===== config.mk =====
export PLATFORM = sky130hd
export DESIGN_NAME = vic_ctrl
export DESIGN_NICKNAME = d
export VERILOG_FILES = /design/src/rtl/vic_pkg.sv /design/src/rtl/vic_arbiter.sv /design/src/rtl/vic_ctrl.sv
export SDC_FILE = /design/constraint.sdc
export NUM_CORES = 1
export LEC_CHECK = 0
export ABC_AREA = 1
export CORE_UTILIZATION = 55
export DETAILED_ROUTE_END_ITERATION = 6
export PLACE_DENSITY = 0.73
export SLEW_MARGIN = 15
export SYNTH_ARGS = -nofsm -noshare
export SYNTH_HDL_FRONTEND = slang
export SYNTH_SLANG_ARGS = --single-unit

===== constraint.sdc =====
create_clock -name clk -period 35.5 [get_ports clk]
set_input_delay 5.325 -clock clk [delete_from_list [all_inputs] [get_ports clk]]
set_output_delay 5.325 -clock clk [all_outputs]
set_load 0.01 [all_outputs]

===== src/rtl/vic_pkg.sv =====
// Shared constants, state encoding and vector-address helper for the
// vectored interrupt controller.
package vic_pkg;

    // Number of external interrupt sources (source numbers 1..NUM_SRC).
    localparam int NUM_SRC  = 31;

    // Field positions inside the 4-bit configuration registers.
    localparam int EN_BIT   = 3;
    localparam int PRIO_MSB = 2;
    localparam int GIE_BIT  = 0;

    // Reset values.
    localparam logic [3:0]  REG0_RST = 4'b0001;
    localparam logic [3:0]  CFG_RST  = 4'b0000;
    localparam logic [31:0] ADDR_RST = 32'h0000_0000;
    localparam logic [3:0]  CC_RST   = 4'b0000;

    // Service state: either running normal code or inside a handler.
    typedef enum logic [0:0] {
        ST_IDLE = 1'b0,
        ST_ISR  = 1'b1
    } vic_state_e;

    // Vector address for source number src.
    function automatic logic [31:0] vec_addr(input logic [31:0] base,
                                             input int unsigned shift,
                                             input logic [4:0]  src);
        vec_addr = base + ({27'd0, src} << shift);
    endfunction

endpackage


===== src/rtl/vic_arbiter.sv =====
// Combinational arbiter: picks the pending source with the highest
// priority; among equal priorities the lowest source number wins.
module vic_arbiter
    import vic_pkg::*;
(
    input  logic [NUM_SRC-1:0]             i_pend,
    input  logic [NUM_SRC-1:0][PRIO_MSB:0] i_prio,
    output logic                           o_valid,
    output logic [4:0]                     o_winner
);

    logic              found_s;
    logic [PRIO_MSB:0] best_s;
    logic [4:0]        win_s;

    // Ascending scan; only a strictly higher priority displaces the current
    // candidate, so ties keep the lower index.
    always_comb begin
        found_s = 1'b0;
        best_s  = 3'd0;
        win_s   = 5'd0;
        for (int k = 0; k < NUM_SRC; k++) begin
            if (i_pend[k] && (!found_s || (i_prio[k] > best_s))) begin
                found_s = 1'b1;
                best_s  = i_prio[k];
                win_s   = 5'(k + 1);
            end else begin
                found_s = found_s;
            end
        end
        o_valid  = found_s;
        o_winner = win_s;
    end

endmodule


===== src/rtl/vic_ctrl.sv =====
// Vectored interrupt controller: register file, request edge capture,
// pending bits and the entry / return sequencing towards fetch.
module vic_ctrl
    import vic_pkg::*;
#(
    parameter logic [31:0] VEC_BASE  = 32'h0000_0080,
    parameter int unsigned VEC_SHIFT = 2
) (
    input  logic               clk,
    input  logic               rst,
    input  logic [31:0]        i_PC,
    input  logic [3:0]         i_VIC_data,
    input  logic [4:0]         i_VIC_regaddr,
    input  logic               i_VIC_we,
    input  logic [NUM_SRC-1:0] i_ext,
    input  logic               i_reti,
    input  logic [3:0]         i_CCodes,
    output logic [3:0]         o_CCodes,
    output logic [3:0]         o_VIC_data,
    output logic [31:0]        o_VIC_iaddr,
    output logic               o_VIC_ctrl
);

    // Register file
    logic                           gie_q, gie_d;
    logic [3:0]                     cfg_q [1:NUM_SRC];
    logic [3:0]                     cfg_d [1:NUM_SRC];
    logic [NUM_SRC:0][3:0]          rd_arr_s;

    // Request capture
    logic [NUM_SRC-1:0]             ext_q, ext_d;
    logic [NUM_SRC-1:0]             pend_q, pend_d;
    logic [NUM_SRC-1:0]             rise_s;
    logic [NUM_SRC-1:0]             en_cur_s;
    logic [NUM_SRC-1:0]             en_nxt_s;
    logic [NUM_SRC-1:0][PRIO_MSB:0] prio_s;

    // Sequencing
    vic_state_e                     state_q, state_d;
    logic                           win_valid_s;
    logic [4:0]                     win_s;
    logic [4:0]                     win_idx_s;
    logic                           take_s;
    logic                           ret_s;
    logic [31:0]                    saved_pc_q, saved_pc_d;
    logic [3:0]                     saved_cc_q, saved_cc_d;
    logic [31:0]                    iaddr_q, iaddr_d;
    logic                           ctrl_q, ctrl_d;

    // Next register-file contents; reg0 keeps only the GIE bit.
    always_comb begin
        gie_d = gie_q;
        if (i_VIC_we && (i_VIC_regaddr == 5'd0)) begin
            gie_d = i_VIC_data[GIE_BIT];
        end else begin
            gie_d = gie_q;
        end
        for (int n = 1; n <= NUM_SRC; n++) begin
            if (i_VIC_we && (i_VIC_regaddr == 5'(n))) begin
                cfg_d[n] = i_VIC_data;
            end else begin
                cfg_d[n] = cfg_q[n];
            end
        end
    end

    // Combinational read port; unused reg0 bits read as zero.
    always_comb begin
        rd_arr_s[0] = {3'b000, gie_q};
        for (int n = 1; n <= NUM_SRC; n++) begin
            rd_arr_s[n] = cfg_q[n];
        end
        o_VIC_data = rd_arr_s[i_VIC_regaddr];
    end

    // Per-source enable (current and after this cycle's write) and priority.
    always_comb begin
        for (int k = 0; k < NUM_SRC; k++) begin
            en_cur_s[k] = cfg_q[k + 1][EN_BIT];
            en_nxt_s[k] = cfg_d[k + 1][EN_BIT];
            prio_s[k]   = cfg_q[k + 1][PRIO_MSB:0];
        end
    end

    // Rising-edge detect on the raw request lines.
    always_comb begin
        ext_d  = i_ext;
        rise_s = i_ext & ~ext_q;
    end

    vic_arbiter u_arb (
        .i_pend   (pend_q),
        .i_prio   (prio_s),
        .o_valid  (win_valid_s),
        .o_winner (win_s)
    );

    // Service state register.
    always_ff @(posedge clk or negedge rst) begin
        if (!rst) begin
            state_q <= ST_IDLE;
        end else begin
            state_q <= state_d;
        end
    end

    // Service next-state: enter on a take, leave on a return.
    always_comb begin
        state_d = state_q;
        case (state_q)
            ST_IDLE: begin
                if (take_s) begin
                    state_d = ST_ISR;
                end else begin
                    state_d = ST_IDLE;
                end
            end
            ST_ISR: begin
                if (ret_s) begin
                    state_d = ST_IDLE;
                end else begin
                    state_d = ST_ISR;
                end
            end
            default: state_d = ST_IDLE;
        endcase
    end

    // Service decode: a take is only possible outside a handler, so it can
    // never coincide with a return; i_reti outside a handler is ignored.
    always_comb begin
        take_s = 1'b0;
        ret_s  = 1'b0;
        case (state_q)
            ST_IDLE: begin
                take_s = win_valid_s & gie_q;
                ret_s  = 1'b0;
            end
            ST_ISR: begin
                take_s = 1'b0;
                ret_s  = i_reti;
            end
            default: begin
                take_s = 1'b0;
                ret_s  = 1'b0;
            end
        endcase
    end

    // Pending bits, context save and redirect target for the next edge.
    always_comb begin
        win_idx_s  = win_s - 5'd1;
        pend_d     = (pend_q | (rise_s & en_cur_s)) & en_nxt_s;
        saved_pc_d = saved_pc_q;
        saved_cc_d = saved_cc_q;
        iaddr_d    = iaddr_q;
        ctrl_d     = 1'b0;
        if (take_s) begin
            pend_d[win_idx_s] = 1'b0;
            saved_pc_d        = i_PC;
            saved_cc_d        = i_CCodes;
            iaddr_d           = vec_addr(VEC_BASE, VEC_SHIFT, win_s);
            ctrl_d            = 1'b1;
        end else if (ret_s) begin
            iaddr_d = saved_pc_q;
            ctrl_d  = 1'b1;
        end else begin
            ctrl_d = 1'b0;
        end
    end

    // All datapath and register-file flops.
    always_ff @(posedge clk or negedge rst) begin
        if (!rst) begin
            gie_q      <= REG0_RST[GIE_BIT];
            for (int n = 1; n <= NUM_SRC; n++) begin
                cfg_q[n] <= CFG_RST;
            end
            ext_q      <= '0;
            pend_q     <= '0;
            saved_pc_q <= ADDR_RST;
            saved_cc_q <= CC_RST;
            iaddr_q    <= ADDR_RST;
            ctrl_q     <= 1'b0;
        end else begin
            gie_q      <= gie_d;
            for (int n = 1; n <= NUM_SRC; n++) begin
                cfg_q[n] <= cfg_d[n];
            end
            ext_q      <= ext_d;
            pend_q     <= pend_d;
            saved_pc_q <= saved_pc_d;
            saved_cc_q <= saved_cc_d;
            iaddr_q    <= iaddr_d;
            ctrl_q     <= ctrl_d;
        end
    end

    assign o_VIC_iaddr = iaddr_q;
    assign o_VIC_ctrl  = ctrl_q;
    assign o_CCodes    = saved_cc_q;

endmodule


==> key figures <==
Status
  – Status: finished, final reports clean

Synthesis
  – Avg Inst Size Synth: 7.81 um^2
  – Cell Area, Synth: 14500 um^2
  – Synth top cells by count: nand2_1 (516), o21ai_0 (285), dfrtp_1 (256), inv_1 (198), nor2_1 (126)
  – Syn_nets: 2004
  – Post-synth ARST share: 1.00
  – Post-synth top area cell: dfrtp_1
  – Share of the synthesized area in the top cell type: 0.442
  – Count leader, synth: nand2_1
  – Ranking of synthesized cells by area: dfrtp_1 (44%), nand2_1 (13%), o21ai_0 (9.8%)
  – Ys flop type: dfrtp_1
  – Ys Warns: 0
  – Cell variety after synth: 46
  – Post-Synthesis Cells: 1857
  – Seq/Total Area, Yosys: 0.443
  – Flops & latches, synth: 257
  – EDFF count, synth: 0

Drt
  – DRT Pass-1 Iters: 6
  – Via Count: 13400
  – # DRC: 0
  – Iter 0 DRT Violations: 1317
  – Routed vias/inst: 5.69
  – Routed wire per std cell: 17.9 um
  – Antenna Nets Post-Route: 0
  – Drt total wl: 42.1 mm

Layout
  – Design Area, Final: 17600 um^2
  – Layout Cells excl Fill: 2351
  – Area Growth Syn to Fin: 21.0%
  – Count of nets after finishing: 2141
  – Filler cells: 2153
  – Multi-input gate area: 7490 um^2
  – Antenna diodes: 0
  – Share of cells above drive strength 1: 0.141
  – Reg area: 6430 um^2

Worst setup path
  – Worst-path maximum fanout: 13
  – R2R setup slack: 2.63 ns
  – Reg2reg end: pend_q[6]
  – Slowest-stage cell, CP: dfrtp_2
  – Worst reg-to-reg path cell count: 278
  – Worst Setup End Kind: flop
  – Crit-path max cell delay: 0.42 ns
  – Crit path kind: reg2reg
  – FF-to-FF Start: pend_q[0]
  – Critical Path Source Type: flop
  – Critical path required time: 35.94 ns
  – Critical Path Sink: pend_q[6]
  – CP most frequent cell: nand2_1
  – Worst EP arrival: 33.31 ns
  – Critical path launch point: pend_q[0]

Timing
  – Setup violations, final: 0
  – Max Freq: 30.4 MHz
  – Post-route setup slack: 2.63 ns
  – Setup TNS: 0 ns
  – Clock skew: 0.0283 ns
  – Worst slew margin: 0.249
  – Final hold vios: 0
  – Period minus WS final: 32.87 ns
  – Final cycle utilization of the critical path: 0.926
  – Measured slew at the worst slew-check pin: 1.13 ns
  – Final slew viol count: 0

Placed design
  – Gpl congestion: 0.993
  – Setup WS pre-CTS: -0.121 ns
  – Detailed Place HPWL: 29.4 mm
  – Post-placement cell area: 16000 um^2
  – Placed insts: 2280
  – Port-buffer cells: 120

Clock tree
  – H-tree Lvls: 1
  – Deepest clock path buffer count: 3
  – CTS buffer count: 28
  – CTS root buf: clkbuf_16
  – Clk sinks: 257
  – Clock Latency Late Sink: 0.57 ns
  – CTS tree: yes
  – CTS clk-pin slew, worst paths: 0.06 ns
  – CTS Hold Buffers Added: 0

GRT
  – First-pass GRT wire length: 66.1 mm
  – Largest net degree at the start of global routing: 122
  – Grt ovf: 0
  – GRT Util Overall: 0.314
  – Vias in the first global route: 12700
  – Initial antenna violation count: 0

Die
  – Die H: 164 um
  – Core area: 26000 um^2
  – Rows: 59
  – IO Pins: 121
  – Area of the die: 27000 um^2
  – Die Width: 164 um
  – Starting Density: 0.558

Min path
  – Worst hold-check path type: reg2reg
  – Worst hold path depth: 2

Flow run
  – Max cap viols: 0
[what timing repair did]
action | CTS | global route
setup endpoints to repair | 29 | 36
gates cloned | 0 | 2
resized for setup | 10 | 142
pin swaps | 0 | 26
buffers inserted | 0 | 17
[per-layer routing]
layer | GRT usage | up-vias | wire length, um
li1 | - | 6413 | -
met1 | 0.425 | 6286 | 18000
met2 | 0.503 | 560 | 18700
met3 | 0.0638 | 112 | 3860
met4 | 0.108 | 0 | 1620
met5 | 0 | - | 0
[through the flow]
step / util / hold slack, ns
finish: 0.676 / 0.466
global route: 0.676 / 0.497
CTS: 0.656 / 0.472
detailed placement: 0.618 / 0.457
global placement: 0.618 / 0.452
floorplan: - / 0.439
[final cells by class]
class,count,area share
multi-input combinational,1348,0.427
clock buffer,39,0.0463
inverter,210,0.0455
tap,335,0.0239
sequential,257,0.366
clock inverter,13,0.00941
timing repair buffer,149,0.0818
[cell usage in the layout, fill, tap and decap left out, types with 7 or more instances in the layout]
| master | instances |
|---|---|
| o22ai_1 | 20 |
| nor3b_1 | 16 |
| buf_4 | 28 |
| o21a_1 | 7 |
| o221ai_1 | 10 |
| nor2_2 | 15 |
| a22oi_1 | 19 |
| clkdlybuf4s50_1 | 119 |
| ha_1 | 63 |
| nand2_4 | 28 |
| dfrtp_1 | 255 |
| clkbuf_8 | 7 |
| o21ai_0 | 220 |
| inv_2 | 12 |
| nor2_1 | 111 |
| nand4_1 | 8 |
| a31o_2 | 12 |
| nand2_2 | 65 |
| clkbuf_16 | 28 |
| a21oi_1 | 22 |
| nand3_1 | 62 |
| nand3_2 | 29 |
| o21ai_2 | 17 |
| o21ai_1 | 51 |
| nand2_1 | 505 |
| inv_1 | 196 |
| a31oi_1 | 14 |
[worst min path at each step]
stage	from	end	slack (ns)
floorplan	saved_pc_q[0]	saved_pc_q[0]	0.44
global placement	saved_pc_q[12]	saved_pc_q[12]	0.45
detailed placement	saved_pc_q[10]	saved_pc_q[10]	0.46
CTS	saved_pc_q[17]	saved_pc_q[17]	0.47
global route	saved_pc_q[13]	saved_pc_q[13]	0.50
finish	saved_pc_q[20]	saved_pc_q[20]	0.47
[flip-flops by register name (all words and copies together) (netlist names)]
signal,count
pend_q,31
state_q,1
o_VIC_iaddr,32
saved_pc_q,32
gie_q,1
o_VIC_ctrl,1
o_CCodes,4
cfg_q,124
ext_q,31
[cells by family after synthesis]
| family | Yosys count | synth area share |
|---|---|---|
| flip-flops | 257 | 0.443 |
| AND/OR/NAND/NOR | 866 | 0.272 |
| adder cells (fa/ha/maj) | 67 | 0.0578 |
| AO/OA/AOI/OAI | 413 | 0.160 |
| buffers and inverters | 254 | 0.0668 |
[critical path, delay by kind of cell, from the launching register on]
| family | cells | cell delay, ns |
|---|---|---|
| AND/OR/NAND/NOR | 140 | 12.43 |
| adder cells (fa/ha/maj) | 30 | 8.95 |
| AO/OA/AOI/OAI | 71 | 8.59 |
| buffers and inverters | 37 | 2.26 |
| flip-flops | 1 | 0.42 |
Power is left out: the tool's default activity adds up to more than one toggle a clock period on the data nets, which glitch-free logic cannot reach.
